[src/rtl/tt_sweep_capture.sv]
// Truth-table extractor: sweeps all 2^N_IN input vectors through a network and captures its output.
// Optional golden-table comparison (match port) is enabled with `define TT_EXPECT_CHECK_EN.
module tt_sweep_capture #(
    parameter int unsigned N_IN    = 7,
    parameter int unsigned DUT_LAT = 0,
    parameter logic [(1 << N_IN)-1:0] EXPECT = 128'hfeeaeee8eee8e888eee8e888e888a880
) (
    input  logic                   clk,
    input  logic                   rst_n,
    input  logic                   start,
    output logic                   busy,
    output logic [N_IN-1:0]        x_o,
    input  logic                   f_i,
    output logic [(1 << N_IN)-1:0] tt_o,
    output logic [N_IN:0]          ones_cnt,
    output logic                   tt_valid,
`ifdef TT_EXPECT_CHECK_EN
    output logic                   match,
`endif
    input  logic                   tt_ready
);

    localparam int unsigned TT_W = 1 << N_IN;
    localparam logic [N_IN-1:0] IDX_MAX = '1;

    typedef enum logic [1:0] {StIdle, StSweep, StDrain, StDone} state_t;

    state_t              state_q, state_d;
    logic [N_IN-1:0]     idx_q, idx_d;
    logic [TT_W-1:0]     tt_q, tt_d;
    logic [N_IN:0]       ones_q, ones_d;
    logic                start_accept;
    logic                issue;
    logic                cap_v;
    logic [N_IN-1:0]     cap_idx;
    logic                more_inflight;

    if ($bits(EXPECT) != TT_W) begin : g_bad_expect
        $error("EXPECT must be 2**N_IN bits wide");
    end

    assign start_accept = (state_q == StIdle) && start;
    assign issue        = (state_q == StSweep);

    // Valid/index delay line aligning each issued vector with its network response.
    if (DUT_LAT == 0) begin : g_comb
        assign cap_v         = issue;
        assign cap_idx       = idx_q;
        assign more_inflight = 1'b0;
    end else begin : g_pipe
        logic [DUT_LAT-1:0] pipe_v;
        logic [N_IN-1:0]    pipe_idx [DUT_LAT];

        always_ff @(posedge clk or negedge rst_n) begin
            if (!rst_n) begin
                pipe_v <= '0;
                for (int i = 0; i < int'(DUT_LAT); i++) pipe_idx[i] <= '0;
            end else begin
                pipe_v[0]   <= issue;
                pipe_idx[0] <= idx_q;
                for (int i = 1; i < int'(DUT_LAT); i++) begin
                    pipe_v[i]   <= pipe_v[i-1];
                    pipe_idx[i] <= pipe_idx[i-1];
                end
            end
        end

        assign cap_v   = pipe_v[DUT_LAT-1];
        assign cap_idx = pipe_idx[DUT_LAT-1];

        // Anything still in flight behind the stage being captured this cycle.
        always_comb begin
            more_inflight = 1'b0;
            for (int i = 0; i < int'(DUT_LAT) - 1; i++) more_inflight = more_inflight | pipe_v[i];
        end
    end

    always_comb begin
        state_d = state_q;
        idx_d   = idx_q;
        unique case (state_q)
            StIdle: begin
                if (start) begin
                    state_d = StSweep;
                    idx_d   = '0;
                end
            end
            StSweep: begin
                if (idx_q == IDX_MAX) begin
                    state_d = (DUT_LAT == 0) ? StDone : StDrain;
                end else begin
                    idx_d = idx_q + N_IN'(1);
                end
            end
            StDrain: begin
                if (!more_inflight) state_d = StDone;
            end
            StDone: begin
                if (tt_ready) state_d = StIdle;
            end
            default: state_d = StIdle;
        endcase
    end

    always_comb begin
        tt_d   = tt_q;
        ones_d = ones_q;
        if (start_accept) begin
            tt_d   = '0;
            ones_d = '0;
        end else if (cap_v) begin
            tt_d[cap_idx] = f_i;
            ones_d        = ones_q + (N_IN+1)'(f_i);
        end
    end

    always_ff @(posedge clk or negedge rst_n) begin
        if (!rst_n) begin
            state_q <= StIdle;
            idx_q   <= '0;
            tt_q    <= '0;
            ones_q  <= '0;
        end else begin
            state_q <= state_d;
            idx_q   <= idx_d;
            tt_q    <= tt_d;
            ones_q  <= ones_d;
        end
    end

`ifdef TT_EXPECT_CHECK_EN
    logic match_q;

    // Compare against the next-state table so the final capture is included.
    always_ff @(posedge clk or negedge rst_n) begin
        if (!rst_n) begin
            match_q <= 1'b0;
        end else if (start_accept) begin
            match_q <= 1'b0;
        end else if (state_q != StDone && state_d == StDone) begin
            match_q <= (tt_d == EXPECT);
        end
    end

    assign match = match_q;
`endif

    assign x_o      = (state_q == StIdle) ? '0 : idx_q;
    assign busy     = (state_q == StSweep) || (state_q == StDrain);
    assign tt_valid = (state_q == StDone);
    assign tt_o     = tt_q;
    assign ones_cnt = ones_q;

endmodule
[config.mk]
export PLATFORM = sky130hd
export DESIGN_NAME = tt_sweep_capture
export DESIGN_NICKNAME = d
export VERILOG_FILES = /design/src/rtl/tt_sweep_capture.sv
export SDC_FILE = /design/constraint.sdc
export NUM_CORES = 1
export LEC_CHECK = 0
export CORE_MARGIN = 3
export CORE_UTILIZATION = 42
export DETAILED_ROUTE_END_ITERATION = 8
export PLACE_DENSITY_LB_ADDON = 0.08
export SLEW_MARGIN = 10
export SYNTH_ARGS = -nofsm -noshare
export SYNTH_HDL_FRONTEND = slang
export SYNTH_SLANG_ARGS = --single-unit
[constraint.sdc]
create_clock -name clk -period 2.73 [get_ports clk]
set_input_delay 0.546 -clock clk [delete_from_list [all_inputs] [get_ports clk]]
set_output_delay 0.546 -clock clk [all_outputs]
set_load 0.02 [all_outputs]
==> impl_metrics.csv, run 1 <==
group,metric,value,unit
power,irDropWorstVdd,0.4407,mV
timing,drv_slew,0,
logic_synthesis,synth_seq_cells,145,
logic_synthesis,synthArstFlopShare,100.0,%
global_route,grt-ovfl-total,0,
global_route,grt_max_degree,129,
placed_design,dpl-instance-area,8593,sq um
die,fp.dieH,134.0,um
worst_setup_path,endpoint_kind,"output pin",
cts,cts_buffers,17,
final_layout,final_nets,889,
routing,drtIter0Drc,690,
final_layout,stdcell_area,9178,sq um
global_route,grt_pass1_vias,6495,
cts,cts_tree,"yes",
timing,worst_slew_margin_rel,51.49,%
global_route,grt_busiest_layer,"met2",
worst_setup_path,worstSetupStartpointType,"flop",
min_path,min_path_type,"input pin to asynchronous set/reset pin",
placed_design,place_hpwl,14.93,mm
power,swShare,24.57,%
timing,min_period_over_period,95.49,%
global_route,antenna_found_initial,0,
logic_synthesis,ys_seq_area_share,52.71,%
global_route,use_met3,5.064,%
global_route,grt_pass1_wl,37.24,mm
routing,detail-route-antenna-nets,0,
final_layout,syn2layout_area_growth,33.32,%
placed_design,io_buffers,149,
final_layout,finish.utilization,57.57,%
die,boundaryPins,150,
logic_synthesis,yosysUniqueCellTypes,42,
routing,drt_wl_total,23.65,mm
logic_synthesis,synth-warning-count,0,
worst_setup_path,crit_type,"flop to output pin",
die,die_w,134.0,um
worst_setup_path,worstPathArrival,2060,ps
power,internal-power,3865,uW
power,pwr-share-comb,9.9,%
flow_run,drv_cap,0,
logic_synthesis,ys.flop_type,"dfrtp_1",
power,power.share.clock,45.0,%
power,p_leak,0.003222,uW
cts,cts_max_path_buffers,2,
worst_setup_path,required,2180,ps
timing,setup_tns,0,ps
power,power_density,558.3,nW/um^2
routing,vias,6563,
power,p_switching,1259,uW
routing,wl_per_cell,21.37,um
run_status,status,"finished clean",
worst_setup_path,crit_slowest_cell,"dfrtp_1",
die,num_rows,46,
die,dieArea,17960,sq um
routing,drt_first_pass_iters,7,
cts,clock-sinks,145,
final_layout,layout_common_cells,"clkdlybuf4s50_1, dfrtp_1, nand3_1, o21ai_0, a21oi_1",
routing,vias_per_cell,5.929,
global_route,track_usage,26.52,%
final_layout,drive_gt1_share,9.652,%
cts,clk_latency,430,ps
timing,finalSetupViolCount,0,
global_route,use_met2,40.62,%
timing,fin_skew,10.16,ps
timing,hold_violations,0,
cts,cts_setup_buffers,0,
logic_synthesis,postSynthCellCount,742,
power,p_seq_share,45.1,%
cts,cts_root_buf,"clkbuf_16",
worst_setup_path,cp_max_fo,16,
routing,drc,0,
global_route,grt_util_met1,37.89,%
timing,rsz0062_at_grt,"no",
final_layout,num_antenna_cells,0,
logic_synthesis,synth_area,6884,sq um
logic_synthesis,synth_area_per_cell,9.278,sq um
die,initial_core_util,43.18,%
timing,timing.hold.ws,139.0,ps
timing,fin_crit,2607,ps
die,core_area,15940,sq um
worst_setup_path,max_stage_delay,770,ps
placed_design,place_ws,548.3,ps
logic_synthesis,synth_nets,753,
logic_synthesis,synth_edf_count,0,
final_layout,final_common_cell,"clkdlybuf4s50_1",
timing,timing.final.ws_setup,123.2,ps
timing,clock.fmax,383.6,MHz
cts,h-tree-depth,4,
worst_setup_path,crit_chain,"nor2b_1 > clkdlybuf4s50_1",
timing,worstMarginPinSlew,727.7,ps
cts,path_clk_slew,60,ps
placed_design,finalWeightedCongestion,0.8295,
## cells in the mapped netlist, types with 2 or more instances
| library cell | n | area (sq um) |
|---|---|---|
| a21oi_1 | 132 | 660.6 |
| a2bb2oi_1 | 2 | 17.52 |
| and2_1 | 2 | 12.51 |
| and2b_1 | 2 | 15.01 |
| buf_1 | 3 | 11.26 |
| buf_2 | 8 | 40.04 |
| buf_4 | 10 | 75.07 |
| buf_6 | 5 | 56.30 |
| clkbuf_1 | 33 | 123.9 |
| dfrtp_1 | 145 | 3628 |
| ha_1 | 6 | 75.07 |
| inv_1 | 4 | 15.01 |
| mux2i_1 | 8 | 80.08 |
| nand2_1 | 25 | 93.84 |
| nand2b_1 | 6 | 37.54 |
| nand2b_4 | 2 | 27.53 |
| nand3_1 | 138 | 690.7 |
| nand4_1 | 5 | 31.28 |
| nor2_1 | 19 | 71.32 |
| nor2_2 | 4 | 25.02 |
| nor2_4 | 5 | 56.30 |
| nor2b_1 | 13 | 81.33 |
| nor3_1 | 3 | 15.01 |
| nor3_2 | 6 | 60.06 |
| nor3_4 | 2 | 32.53 |
| o211ai_1 | 2 | 15.01 |
| o21ai_0 | 133 | 665.6 |
| or3_1 | 2 | 12.51 |
| xor2_1 | 4 | 35.03 |
## worst paths after layout
path                       slack [ps]     endpoint  cells past startpoint        from
max                               120       x_o[0]                      2  cap_idx[0]
min                               140     tt_o[44]                      1       rst_n
min reg2reg                       540     tt_o[72]                      2    tt_o[72]
max in group asynchronous        1830     tt_o[71]                      2       rst_n
min in group clk                  520  ones_cnt[0]                      4         f_i
max reg2reg                       530     tt_o[90]                      7  state_q[1]
## state kept, by name, indices dropped and copies added, names as in the netlist
| register | flops |
|---|---|
| tt_o | 128 |
| ones_cnt | 8 |
| cap_idx | 7 |
| state_q | 2 |
## power by group through the flow
| stage | logic (uW) | registers [uW] | clock network [uW] |
|---|---|---|---|
| after floorplan | 144 | 2440 | 0 |
| after detailed placement | 513 | 2350 | 0 |
| after CTS | 515 | 2310 | 2320 |
| after global routing | 552 | 2320 | 2410 |
| final | 506 | 2310 | 2310 |
| after global placement | 501 | 2340 | 0 |
## layer usage
metal / routed length [um] / share of wire, % / up-vias
li1: - / - / 2951
met1: 10130 / 43 / 3219
met2: 11090 / 47 / 346
met3: 1868 / 7.9 / 47
met4: 569 / 2.4 / 0
met5: 0 / 0 / -
## worst max-delay path: cells and delay by family, from the launching register on
kind,cells,cell delay [ps]
buffers and inverters,1,630
AND/OR/NAND/NOR,1,230
flip-flops,1,770
## stage by stage
| stage | total power (uW) | cells |
|---|---|---|
| 2_1_floorplan | 2586 | 742 |
| 3_3_place_gp | 2846 | 1075 |
| 3_5_place_dp | 2860 | 1075 |
| 4_1_cts | 5147 | 1107 |
| 5_1_grt | 5284 | 1107 |
| 6_report | 5124 | 1107 |
## what timing repair did
| item | CTS | global route |
|---|---|---|
| endpoints found under the setup margin | 0 | 5 |
| hold buffers | 0 | 0 |
| gates resized for setup | 0 | 1 |
## cell type report
type	instances	area, sq um
Fill cell	1429	6765
Sequential cell	145	3628
Multi-Input combinational cell	534	2939
Timing Repair Buffer	176	1743
Clock buffer	21	470.5
Tap cell	216	270.3
Clock inverter	11	111.4
Inverter	4	15.01
## kinds of logic (layout without fill, tap and decap cells)
| group | Yosys count | in the layout | synth area share, % |
|---|---|---|---|
| mux | 9 | 9 | 1.327 |
| fa+ha+maj | 6 | 6 | 1.090 |
| flops | 145 | 145 | 52.71 |
| buf+inv | 63 | 212 | 4.671 |
| compound gates | 274 | 274 | 20.32 |
| simple gates | 241 | 241 | 19.37 |
| xor+xnor | 4 | 4 | 0.5089 |
(Power assumes the default switching activity.)
==> run 2, diff against run 1 <==
Settings changed: ABC_AREA from default to 1.
==> impl_metrics.csv, run 2 <==
group,metric,value,unit
timing,worst_slew_margin_rel,55.86,%
power,p_leak,0.005676,uW
final_layout,syn2layout_area_growth,30.95,%
placed_design,place_ws,582.1,ps
final_layout,final_nets,1143,
logic_synthesis,yosysUniqueCellTypes,27,
global_route,antenna_found_initial,0,
final_layout,largest_reg_flops,128,
global_route,grt_max_degree,137,
logic_synthesis,synth_seq_cells,145,
timing,drv_slew,0,
logic_synthesis,synth_compound_area_share,10.28,%
logic_synthesis,synth_simple_gate_area_share,27.80,%
routing,drt_first_pass_iters,4,
routing,drt_wl_total,20.48,mm
logic_synthesis,synth_top_family_by_area,"simple AND/OR/NAND/NOR gates",
worst_setup_path,crit_chain,"inv_1 > ha_1 > nor2_1 > clkdlybuf4s50_1",
worst_setup_path,max_stage_delay,620,ps
logic_synthesis,synthArstFlopShare,100.0,%
placed_design,place_hpwl,12.86,mm
worst_setup_path,cp_max_fo,10,
timing,setup_tns,0,ps
timing,fin_crit,2521,ps
worst_setup_path,regToRegEndpoint,"tt_o[101]",
cts,path_clk_slew,60,ps
cts,clk_latency,430,ps
logic_synthesis,synth.cells.most_frequent,"nand2_1, inv_1, dfrtp_1",
timing,fin_skew,8.285,ps
logic_synthesis,synth_edf_count,0,
logic_synthesis,synth_area_per_cell,7.383,sq um
timing,min_period_over_period,92.35,%
final_layout,finish.utilization,57.05,%
final_layout,fill_cells,1609,
worst_setup_path,crit_type,"flop to output pin",
die,dieArea,19130,sq um
cts,cts_hold_buf,0,
die,initial_core_util,43.57,%
global_route,grt_pass1_vias,6119,
logic_synthesis,ys_seq_area_share,49.34,%
cts,cts_buffers,17,
logic_synthesis,post-synth-top-count-cell,"nand2_1",
die,fp.dieH,138.3,um
logic_synthesis,yosys.area.top_type,"dfrtp_1",
cts,cts_tree,"yes",
timing,clock.fmax,396.6,MHz
power,power_density,798.7,nW/um^2
routing,wl_met3,1.118,mm
worst_setup_path,endpoint_kind,"output pin",
global_route,track_usage,21.67,%
flow_run,drv_cap,0,
global_route,grt-ovfl-total,0,
routing,drtIter0Drc,408,
logic_synthesis,ys.flop_type,"dfrtp_1",
timing,timing.final.ws_setup,208.9,ps
worst_setup_path,worstSetupStartpointType,"flop",
placed_design,finalWeightedCongestion,0.8258,
timing,hold_violations,0,
placed_design,io_buffers,149,
logic_synthesis,synth-xor-area-share,0,%
cts,ctsResizeCount,0,
power,irDropWorstVdd,0.4416,mV
final_layout,final_common_cell,"nand2_1",
global_route,grt_pass1_wl,33.29,mm
logic_synthesis,yosysTopAreaCellShare,49.34,%
die,num_rows,47,
logic_synthesis,synthTopCellsByArea,"dfrtp_1, nand2_1, inv_1",
routing,vias,6446,
worst_setup_path,required,2180,ps
final_layout,num_antenna_cells,0,
cts,cts_max_path_buffers,2,
routing,wl_met1,9.794,mm
die,boundaryPins,150,
min_path,min_path_type,"input pin to asynchronous set/reset pin",
worst_setup_path,timing.rr.start,"state_q[1]",
timing,finalSetupViolCount,0,
logic_synthesis,synth_area,7353,sq um
timing,worstMarginPinSlew,662.2,ps
cts,cts_setup_buffers,0,
routing,drc,0,
routing,dr_wl_met2,9.181,mm
cts,clock-sinks,145,
final_layout,layout_common_cells,"nand2_1, inv_1, clkdlybuf4s50_1, dfrtp_1, o21ai_0",
routing,top_layer_used,"met4",
cts,cts_root_buf,"clkbuf_16",
worst_setup_path,reg2reg_slack,670,ps
routing,detail-route-antenna-nets,0,
final_layout,drive_gt1_share,6.818,%
run_status,status,"finished clean",
cts,h-tree-depth,4,
worst_setup_path,crit_slowest_cell,"clkdlybuf4s50_1",
routing,wl_per_cell,15.01,um
timing,rsz0062_at_grt,"no",
logic_synthesis,synth_nets,1007,
logic_synthesis,synth_fa_ha_area_share,1.021,%
logic_synthesis,postSynthCellCount,996,
power,total_power,7691,uW
die,die_w,138.3,um
logic_synthesis,synth-warning-count,0,
die,core_area,16880,sq um
timing,timing.hold.ws,90.78,ps
worst_setup_path,reg2regPathDepth,8,
routing,vias_per_cell,4.726,
worst_setup_path,worstPathArrival,1980,ps
logic_synthesis,synth_mux_area_share,0,%
[run 2: changes by cell type after synthesis, sizes merged, moves of 4 or more]
cell / delta
buf: -7
nor2b: -13
clkbuf: -12
nand3: -118
nor3: -8
mux2i: -8
nand4: -5
nor2: +18
xor2: -4
nand2b: -8
nand2: +393
o21ai: +9
a21oi: -126
inv: +160
[run 2: logic make-up (layout without fill, tap and decap cells)]
kind of cell	Yosys count	count (layout)
AO/OA/AOI/OAI	150	150
adder cells (fa/ha/maj)	6	6
buffers and inverters	204	352
flip-flops	145	145
AND/OR/NAND/NOR	491	491
[run 2: how the worst max path moves through the flow]
stage,start,endpoint,slack (ps),cells after the start
floorplan,state_q[0],tt_o[55],1130,10
global placement,state_q[0],x_o[1],620,4
detailed placement,start,tt_o[7],580,7
CTS,state_q[0],x_o[1],170,4
global route,state_q[0],x_o[1],90,4
finish,state_q[0],x_o[1],210,4
[run 2: stage by stage]
step | instance area (sq um) | cells
global placement | 9006 | 1333
global route | 9629 | 1364
detailed placement | 9006 | 1333
CTS | 9629 | 1364
finish | 9629 | 1364
floorplan | 7353 | 996
[run 2: area by class of cell]
type / count / area, sq um / share of cell area, %
Inverter: 164 / 619.3 / 6.432
Timing Repair Buffer: 157 / 1603 / 16.65
Clock inverter: 9 / 128.9 / 1.338
Tap cell: 220 / 275.3 / 2.859
Sequential cell: 145 / 3628 / 37.68
Multi-Input combinational cell: 647 / 2880 / 29.91
Clock buffer: 22 / 494.2 / 5.133
[run 2: where the power goes]
| group | switching [uW] | internal, uW |
|---|---|---|
| sequential | 245 | 2460 |
| combinational | 1590 | 956 |
| clock | 891 | 1550 |
[run 2: routing by layer]
layer,global-route usage (%),vias to the layer above
li1,-,3290
met1,30.80,2932
met2,33.22,190
met3,5.007,34
met4,6.500,0
met5,0,-
[run 2: critical path, delay by kind of cell (launching register included)]
kind	cells	cell delay, ps
DFF	1	390
buffers and inverters	2	680
and+or+nand+nor	1	160
adders and majority gates	1	330
